## src/rtl/button_conditioner.sv

```systemverilog
// button_conditioner: per-button 2-flop sync, debounce, press/release pulses and auto-repeat
// for the five raw push-buttons, bit order {C,L,U,R,D}.
module button_conditioner #(
  parameter int DEBOUNCE_CYCLES = 16,
  parameter int REPEAT_EN       = 1,
  parameter int REPEAT_DELAY    = 32,
  parameter int REPEAT_PERIOD   = 8
) (
  input  logic       clk,
  input  logic       rst_n,
  input  logic       bC,
  input  logic       bL,
  input  logic       bU,
  input  logic       bR,
  input  logic       bD,
  output logic [4:0] btn_level,
  output logic [4:0] btn_press,
  output logic [4:0] btn_release,
  output logic       btn_any
);
  localparam int CW   = $clog2(DEBOUNCE_CYCLES + 1);
  localparam int RMAX = (REPEAT_DELAY > REPEAT_PERIOD) ? REPEAT_DELAY : REPEAT_PERIOD;
  localparam int RW   = $clog2(RMAX + 1);

  typedef enum logic [1:0] {IDLE, DELAY, REPEAT} state_t;

  logic [4:0]    raw;
  logic [4:0]    s1_q, s1_d, s2_q, s2_d, db_q, db_d;
  logic [4:0]    press_q, press_d, rel_q, rel_d;
  logic          any_q, any_d;
  logic [4:0]    rise, fire;
  logic [CW-1:0] cnt_q [5];
  logic [CW-1:0] cnt_d [5];
  logic [RW-1:0] rcnt_q [5];
  logic [RW-1:0] rcnt_d [5];
  state_t        st_q [5];
  state_t        st_d [5];

  assign raw = {bC, bL, bU, bR, bD};

  always_comb begin
    s1_d    = raw;
    s2_d    = s1_q;
    db_d    = db_q;
    rise    = '0;
    fire    = '0;
    press_d = '0;
    rel_d   = '0;
    for (int i = 0; i < 5; i++) begin
      cnt_d[i]   = (s2_q[i] == db_q[i] || cnt_q[i] == CW'(DEBOUNCE_CYCLES - 1)) ? '0 : cnt_q[i] + 1'b1;
      db_d[i]    = (s2_q[i] != db_q[i] && cnt_q[i] == CW'(DEBOUNCE_CYCLES - 1)) ? s2_q[i] : db_q[i];
      rise[i]    = db_d[i] & ~db_q[i];
      fire[i]    = (st_q[i] == DELAY && rcnt_q[i] == RW'(REPEAT_DELAY)) ||
                   (st_q[i] == REPEAT && rcnt_q[i] == RW'(REPEAT_PERIOD));
      // A release on this edge wins over any repeat pulse that was due.
      st_d[i]    = (REPEAT_EN == 0 || !db_d[i]) ? IDLE :
                   rise[i] ? DELAY :
                   (st_q[i] == DELAY && fire[i]) ? REPEAT : st_q[i];
      rcnt_d[i]  = (st_d[i] == IDLE) ? '0 : (rise[i] || fire[i]) ? RW'(1) : rcnt_q[i] + 1'b1;
      press_d[i] = rise[i] | (db_d[i] & fire[i]);
      rel_d[i]   = db_q[i] & ~db_d[i];
    end
    any_d = |db_d;
  end

  always_ff @(posedge clk or negedge rst_n) begin
    if (!rst_n) begin
      s1_q    <= '0;
      s2_q    <= '0;
      db_q    <= '0;
      press_q <= '0;
      rel_q   <= '0;
      any_q   <= 1'b0;
      for (int i = 0; i < 5; i++) begin
        cnt_q[i]  <= '0;
        rcnt_q[i] <= '0;
        st_q[i]   <= IDLE;
      end
    end else begin
      s1_q    <= s1_d;
      s2_q    <= s2_d;
      db_q    <= db_d;
      press_q <= press_d;
      rel_q   <= rel_d;
      any_q   <= any_d;
      for (int i = 0; i < 5; i++) begin
        cnt_q[i]  <= cnt_d[i];
        rcnt_q[i] <= rcnt_d[i];
        st_q[i]   <= st_d[i];
      end
    end
  end

  assign btn_level   = db_q;
  assign btn_press   = press_q;
  assign btn_release = rel_q;
  assign btn_any     = any_q;
endmodule

```

## config.mk

```make
export PLATFORM = sky130hd
export DESIGN_NAME = button_conditioner
export DESIGN_NICKNAME = d
export VERILOG_FILES = /design/src/rtl/button_conditioner.sv
export SDC_FILE = /design/constraint.sdc
export NUM_CORES = 1
export LEC_CHECK = 0
export CELL_PAD_IN_SITES_DETAIL_PLACEMENT = 1
export CELL_PAD_IN_SITES_GLOBAL_PLACEMENT = 2
export CORE_MARGIN = 3
export CORE_UTILIZATION = 36
export DETAILED_ROUTE_END_ITERATION = 8
export GPL_TIMING_DRIVEN = 0
export PLACE_DENSITY = 0.85
export SYNTH_ARGS = -nofsm -noshare
export SYNTH_HDL_FRONTEND = slang
export SYNTH_SLANG_ARGS = --single-unit
```

## constraint.sdc

```tcl
create_clock -name clk -period 1.9 [get_ports clk]
set_clock_uncertainty 0.2 [all_clocks]
set_input_delay 0.57 -clock clk [delete_from_list [all_inputs] [get_ports clk]]
set_output_delay 0.57 -clock clk [all_outputs]
set_load 0.005 [all_outputs]
```

==> results of run 1 <==
-- sequential cells by signal (all words and copies together), names as in the netlist --
| signal | cells |
|---|---|
| btn_release | 5 |
| btn_any | 1 |
| st_q | 10 |
| btn_level | 5 |
| s1_q | 5 |
| cnt_q | 25 |
| btn_press | 5 |
| s2_q | 5 |
| rcnt_q | 30 |
-- path summary, 6_finish.rpt --
check / endpoint / cells past startpoint
worst max-delay path: rcnt_q[18]$_DFF_PN0_ / 7
worst min-delay path: s2_q[4]$_DFF_PN0_ / 0
worst max register to register: rcnt_q[18]$_DFF_PN0_ / 7
worst min register to register: s2_q[4]$_DFF_PN0_ / 0
max in group asynchronous: btn_level[1]$_DFF_PN0_ / 3
min in group asynchronous: rcnt_q[10]$_DFF_PN0_ / 2
-- timing repair --
| action | in CTS | in global routing |
|---|---|---|
| hold endpoints to repair | 34 | 0 |
| resized for setup | 37 | 11 |
| pin swaps | 16 | 7 |
| setup endpoints to repair | 47 | 34 |
| hold buffers | 1 | 0 |
| buffers inserted | 23 | 8 |
-- per-layer routing --
metal,GRT usage (%),vias up
li1,-,1304
met3,4.57,8
met4,2.84,0
met1,17.1,1370
met5,0,-
met2,23.9,30
-- cell type report --
cell class / count / area, µm²
clock inverter: 2 / 35.0
multi-input combinational: 232 / 1970
inverter: 26 / 97.6
timing repair buffer: 55 / 484
sequential: 91 / 2280
fill: 1129 / 5680
tap: 140 / 175
clock buffer: 13 / 159
-- metrics by stage --
step	power, µW	worst slack [ns]
finish	3460	-0.103
global route	3640	-0.177
CTS	3510	-0.109
detailed placement	2170	-0.213
global placement	2150	-3.31
floorplan	2090	-0.0105
-- cells by family after synthesis --
logic type / after synthesis / share of synthesized area, %
adder cells (fa/ha/maj): 20 / 6.20
multiplexers: 5 / 1.36
AO/OA/AOI/OAI: 30 / 5.98
AND/OR/NAND/NOR: 142 / 20.0
flip-flops: 91 / 56.4
buffers and inverters: 26 / 2.42
XOR/XNOR: 35 / 7.60
-- placed cells by master (no fill, tap or decap), types with 15 or more instances in the layout --
master and n:
nor3_2 19, xnor2_1 15, buf_4 30, dfrtp_1 86, dlygate4sd2_1 16, nor2_1 40, xor2_1 20, inv_1 26
nand3_1 20
-- power by group --
group / leakage (µW) / switching, µW / total, µW / internal, µW
Sequential: 0.00123 / 28.2 / 2000 / 1970
Clock: 0.0000995 / 634 / 1310 / 673
Combinational: 0.00103 / 82.6 / 156 / 73.5
Total: 0.00236 / 745 / 3460 / 2720
-- worst reg2reg max path, cell delays in order, from the launching register on --
cell and delay, ns:
dfrtp_1 0.40, ha_2 0.20, and3_4 0.19, ha_4 0.16
mux2_4 0.35, nand2_4 0.08, o221a_4 0.25, a31oi_1 0.06
==> flow_summary_export.csv, run 1 <==
group,metric,value,unit
cts,cts_tree,"built",
critical_path,arrival,2.03,ns
synth,postSynthAreaPerCell,11.6,µm²
power,power_density,665,nW/µm²
min_path,hold_path_class,"reg -> reg",
timing,period_minus_slack,2.00,ns
critical_path,crit_family,"flip-flops",
detailed_routing,m1WireLength,3620,µm
timing,hold_slack,0.153,ns
floorplan,coreArea,10900,µm²
global_routing,antenna_found_initial,0,
timing,finalCritPeriodShare,105,%
cts,clkTransAtPathRegs,0.08,ns
layout,drive_gt1_share,29.8,%
detailed_routing,num_vias,2712,
synth,ys_ff_latch,91,
detailed_routing,first_pass_iters,4,
cts,cts.sinks,91,
critical_path,startpoint_type,"flip-flop",
synth,yosysSeqAreaShare,56.4,%
critical_path,cpMaxStageDelayCell,"dfrtp_1",
global_routing,grt_max_degree,55,
detailed_routing,totalWireLength,8160,µm
layout,instances_no_fill,559,
cts,cts_max_path_buffers,2,
floorplan,die_height,112,µm
synth,synth_top_area_share,56.4,%
placement,place_congestion,0.720,
layout,utilization,47.8,%
detailed_routing,routedWlPerCell,14.6,µm
critical_path,r2r-start,"cnt_q[15]$_DFF_PN0_",
global_routing,grt_pass1_vias,2992,
cts,cts-htree-levels,3,
critical_path,crit_start,"cnt_q[15]$_DFF_PN0_",
layout,final_area,5210,µm²
timing,setup_ws,-0.103,ns
cts,clk_latency,0.35,ns
min_path,hp-start,"s1_q[4]$_DFF_PN0_",
detailed_routing,dr_wl_met3,275,µm
layout,antenna_cells,0,
detailed_routing,wl_met2,4170,µm
status,violations,"negative setup slack",
run,cap_violations,0,
power,irDropWorstVdd,0.000546,V
floorplan,die_w,112,µm
synth,yosys.area.top_type,"dfrtp_1",
placement,dp.cells,512,
detailed_routing,route.detailed.drc,0,
floorplan,start_util,37.1,%
global_routing,grt_overflow,0,
placement,portBuffers,22,
timing,drv_slew,0,
power,p_leak,0.00236,µW
synth,synth_ff_type,"dfrtp_1",
detailed_routing,vias_per_cell,4.85,
timing,fin_tns_setup,-2.08,ns
layout,area_growth_syn_to_layout,29.1,%
critical_path,reg2reg_slack,-0.10,ns
critical_path,cp_num_buf_inv,0,
synth,synth.top_cells.by_count,"dfrtp_1 (91), nor2_1 (40), inv_1 (26)",
detailed_routing,ant_nets,0,
timing,tightestPinTransition,0.520,ns
timing,setup_viol,31,
synth,yosysMostFrequentCell,"dfrtp_1",
timing,max-slew-margin-rel,65.3,%
synth,ys.warnings.count,0,
cts,cts_buffers,9,
synth,synth_cell_type_count,25,
cts,root_buffer,"clkbuf_8",
floorplan,row_count,38,
layout,fin_nets,442,
timing,fmax,499,MHz
critical_path,cp_max_fo,6,
placement,hpwlAfterDp,5420,µm
placement,place_area,4630,µm²
detailed_routing,drt_iter0_markers,41,
synth,ys_async_sr_fraction,100,%
timing,rsz0062_at_grt,"yes",
critical_path,slowest_delay,0.40,ns
synth,synth_area,4040,µm²
global_routing,grt_first_pass_wirelength,14200,µm
floorplan,ios,23,
synth,synth_edf_count,0,
critical_path,cp_cell_sequence,"ha_2 -> and3_4 -> ha_4 -> mux2_4 -> nand2_4 -> o221a_4 -> a31oi_1",
detailed_routing,topRoutingLayerUsed,"met4",
synth,synth_fp_nets,376,
critical_path,worstPathRequired,1.93,ns
synth,syn-instance-count,349,
critical_path,worstSetupPathType,"reg -> reg",
critical_path,critPathCaptureType,"flip-flop",
floorplan,dieArea,12500,µm²
synth,synthTopCellsByArea,"dfrtp_1 (56%), ha_1 (6.2%), xor2_1 (4.3%), nor2_1 (3.7%), xnor2_1 (3.3%)",
timing,hold_viol_final,0,
global_routing,grtUsageTotal,13.9,%
status,outcome,"finished, violations left",
No activity file was read; power rests on OpenSTA's default activity.
==> inputs of run 2 (changes only) <==
TNS_END_PERCENT = 1   (was default)
==> flow_summary_export.csv, run 2 (synthesis results as in run 1) <==
group,metric,value,unit
timing,finalCritPeriodShare,107,%
global_routing,grt_pass1_vias,2921,
critical_path,worst-r2r-cell-count,7,
status,violations,"negative hold slack, negative setup slack",
detailed_routing,num_vias,2679,
power,power_density,712,nW/µm²
critical_path,cpMaxStageDelayCell,"dfrtp_1",
layout,regMostFlops,"rcnt_q",
power,p_leak,0.00229,µW
timing,drv_slew,0,
floorplan,row_count,38,
timing,rsz0062_at_grt,"yes",
timing,setup_ws,-0.128,ns
cts,holdBufCountCts,0,
timing,period_minus_slack,2.03,ns
layout,instances_no_fill,546,
floorplan,ios,23,
timing,setup_viol,31,
power,irDropWorstVdd,0.000455,V
status,outcome,"finished, violations left",
critical_path,r2r-start,"cnt_q[10]$_DFF_PN0_",
cts,cts_max_path_buffers,2,
layout,antenna_cells,0,
critical_path,cp_max_fo,6,
critical_path,crit_start,"cnt_q[10]$_DFF_PN0_",
placement,portBuffers,22,
critical_path,arrival,2.13,ns
placement,place_congestion,0.755,
critical_path,reg2reg_slack,-0.13,ns
placement,place_ws,-0.296,ns
critical_path,rr_endpoint,"rcnt_q[13]$_DFF_PN0_",
global_routing,grt_overflow,0,
critical_path,startpoint_type,"flip-flop",
critical_path,crit_family,"simple AND/OR/NAND/NOR gates",
cts,cts_tree,"built",
cts,cts-htree-levels,3,
global_routing,antenna_found_initial,0,
cts,cts_buffers,9,
min_path,hold_path_class,"in -> async",
timing,max-slew-margin-rel,59.9,%
detailed_routing,totalWireLength,8050,µm
critical_path,worstSetupPathType,"reg -> reg",
timing,hold_slack,-0.00492,ns
critical_path,endpoint,"rcnt_q[13]$_DFF_PN0_",
layout,drive_gt1_share,26.6,%
layout,fillers,1165,
floorplan,dieArea,12500,µm²
global_routing,grt_max_degree,48,
power,fin_total_pwr,3630,µW
layout,largest_reg_flops,30,
critical_path,slowest_delay,0.39,ns
floorplan,coreArea,10900,µm²
layout,utilization,46.8,%
timing,fmax,493,MHz
global_routing,grt_first_pass_wirelength,14000,µm
timing,tightestPinTransition,0.601,ns
layout,final_cell_mix,"dfrtp_1 (86), nor2_1 (40), inv_1 (26)",
critical_path,worst-path-stages,7,
floorplan,start_util,37.1,%
cts,clk_latency,0.37,ns
critical_path,cp_num_buf_inv,0,
floorplan,die_w,112,µm
detailed_routing,vias_per_cell,4.91,
layout,final_common_cell,"dfrtp_1",
timing,hold_viol_final,3,
placement,dp.cells,512,
floorplan,die_height,112,µm
cts,cts.sinks,91,
detailed_routing,routedWlPerCell,14.7,µm
critical_path,worstPathRequired,2.00,ns
global_routing,grtUsageTotal,14.1,%
detailed_routing,ant_nets,0,
run,cap_violations,0,
placement,place_area,4540,µm²
detailed_routing,first_pass_iters,4,
detailed_routing,route.detailed.drc,0,
critical_path,critPathCaptureType,"flip-flop",
cts,clkTransAtPathRegs,0.09,ns
layout,area_growth_syn_to_layout,26.3,%
layout,final_area,5090,µm²
cts,root_buffer,"clkbuf_8",
placement,hpwlAfterDp,5370,µm
detailed_routing,drt_iter0_markers,84,
layout,fin_nets,428,
layout,top_regs,"rcnt_q x30, cnt_q x25, st_q x10",
critical_path,cp_cell_sequence,"ha_2 -> and3_4 -> ha_4 -> mux2i_4 -> nand2b_4 -> o221a_4 -> nor3b_2",
## run 2: cell count changes in the layout (fill, tap and decap cells not counted), moves of 2 or more
cell and delta:
nor3b_1 +3, nor3b_2 -3, nor3_1 +3, buf_4 -11
nor3_2 -2
## run 2: per-layer routing
metal	vias to the layer above	wire length (µm)	global-route usage, %
met5	-	0	0
met4	0	118	4.62
met3	7	305	5.49
met2	29	4050	22.9
met1	1356	3570	17.2
li1	1287	-	-
## run 2: per-stage QoR
stage | hold slack, ns | setup TNS, ns
4_1_cts | 0.00733 | -2.69
3_5_place_dp | 0.137 | -5.14
3_3_place_gp | 0.131 | -307.72
5_1_grt | 0.0150 | -4.36
2_1_floorplan | 0.0744 | -0.495
6_report | -0.00492 | -2.21
## run 2: layout make-up
| class | count | area (µm²) | share of cell area [%] |
|---|---|---|---|
| Clock inverter | 4 | 72.6 | 1.42 |
| Tap cell | 140 | 175 | 3.44 |
| Sequential cell | 91 | 2280 | 44.8 |
| Clock buffer | 12 | 155 | 3.05 |
| Multi-Input combinational cell | 232 | 1950 | 38.3 |
| Timing Repair Buffer | 41 | 360 | 7.07 |
| Inverter | 26 | 97.6 | 1.92 |
## run 2: worst min-delay path by stage
stage | end | slack (ns) | cells after the start
after global placement | s2_q[4]$_DFF_PN0_ | 0.13 | 0
after global routing | rcnt_q[26]$_DFF_PN0_ | 0.01 | 1
final | btn_release[2]$_DFF_PN0_ | -0.005 | 1
after floorplan | btn_any$_DFF_PN0_ | 0.07 | 0
after CTS | btn_release[2]$_DFF_PN0_ | 0.007 | 1
after detailed placement | s2_q[2]$_DFF_PN0_ | 0.14 | 0
## run 2: timing repair
| item | 4_1_cts | 5_1_grt |
|---|---|---|
| pin swaps | 26 | 10 |
| gates resized for setup | 50 | 10 |
| setup endpoints to repair | 47 | 34 |
| setup buffers | 13 | 5 |
| hold endpoints to repair | 0 | 0 |
## run 2: worst register-to-register path, delay by kind of cell, from the launching register on
family / cells / cell delay, ns
AO/OA/AOI/OAI: 1 / 0.33
AND/OR/NAND/NOR: 3 / 0.50
multiplexers: 1 / 0.19
adder cells (fa/ha/maj): 2 / 0.36
flip-flops: 1 / 0.39
## run 2: power breakdown
part           internal (µW)  switching (µW)
clock                    811             681
combinational           59.1            77.8
sequential              1970            26.6
total                   2840             785
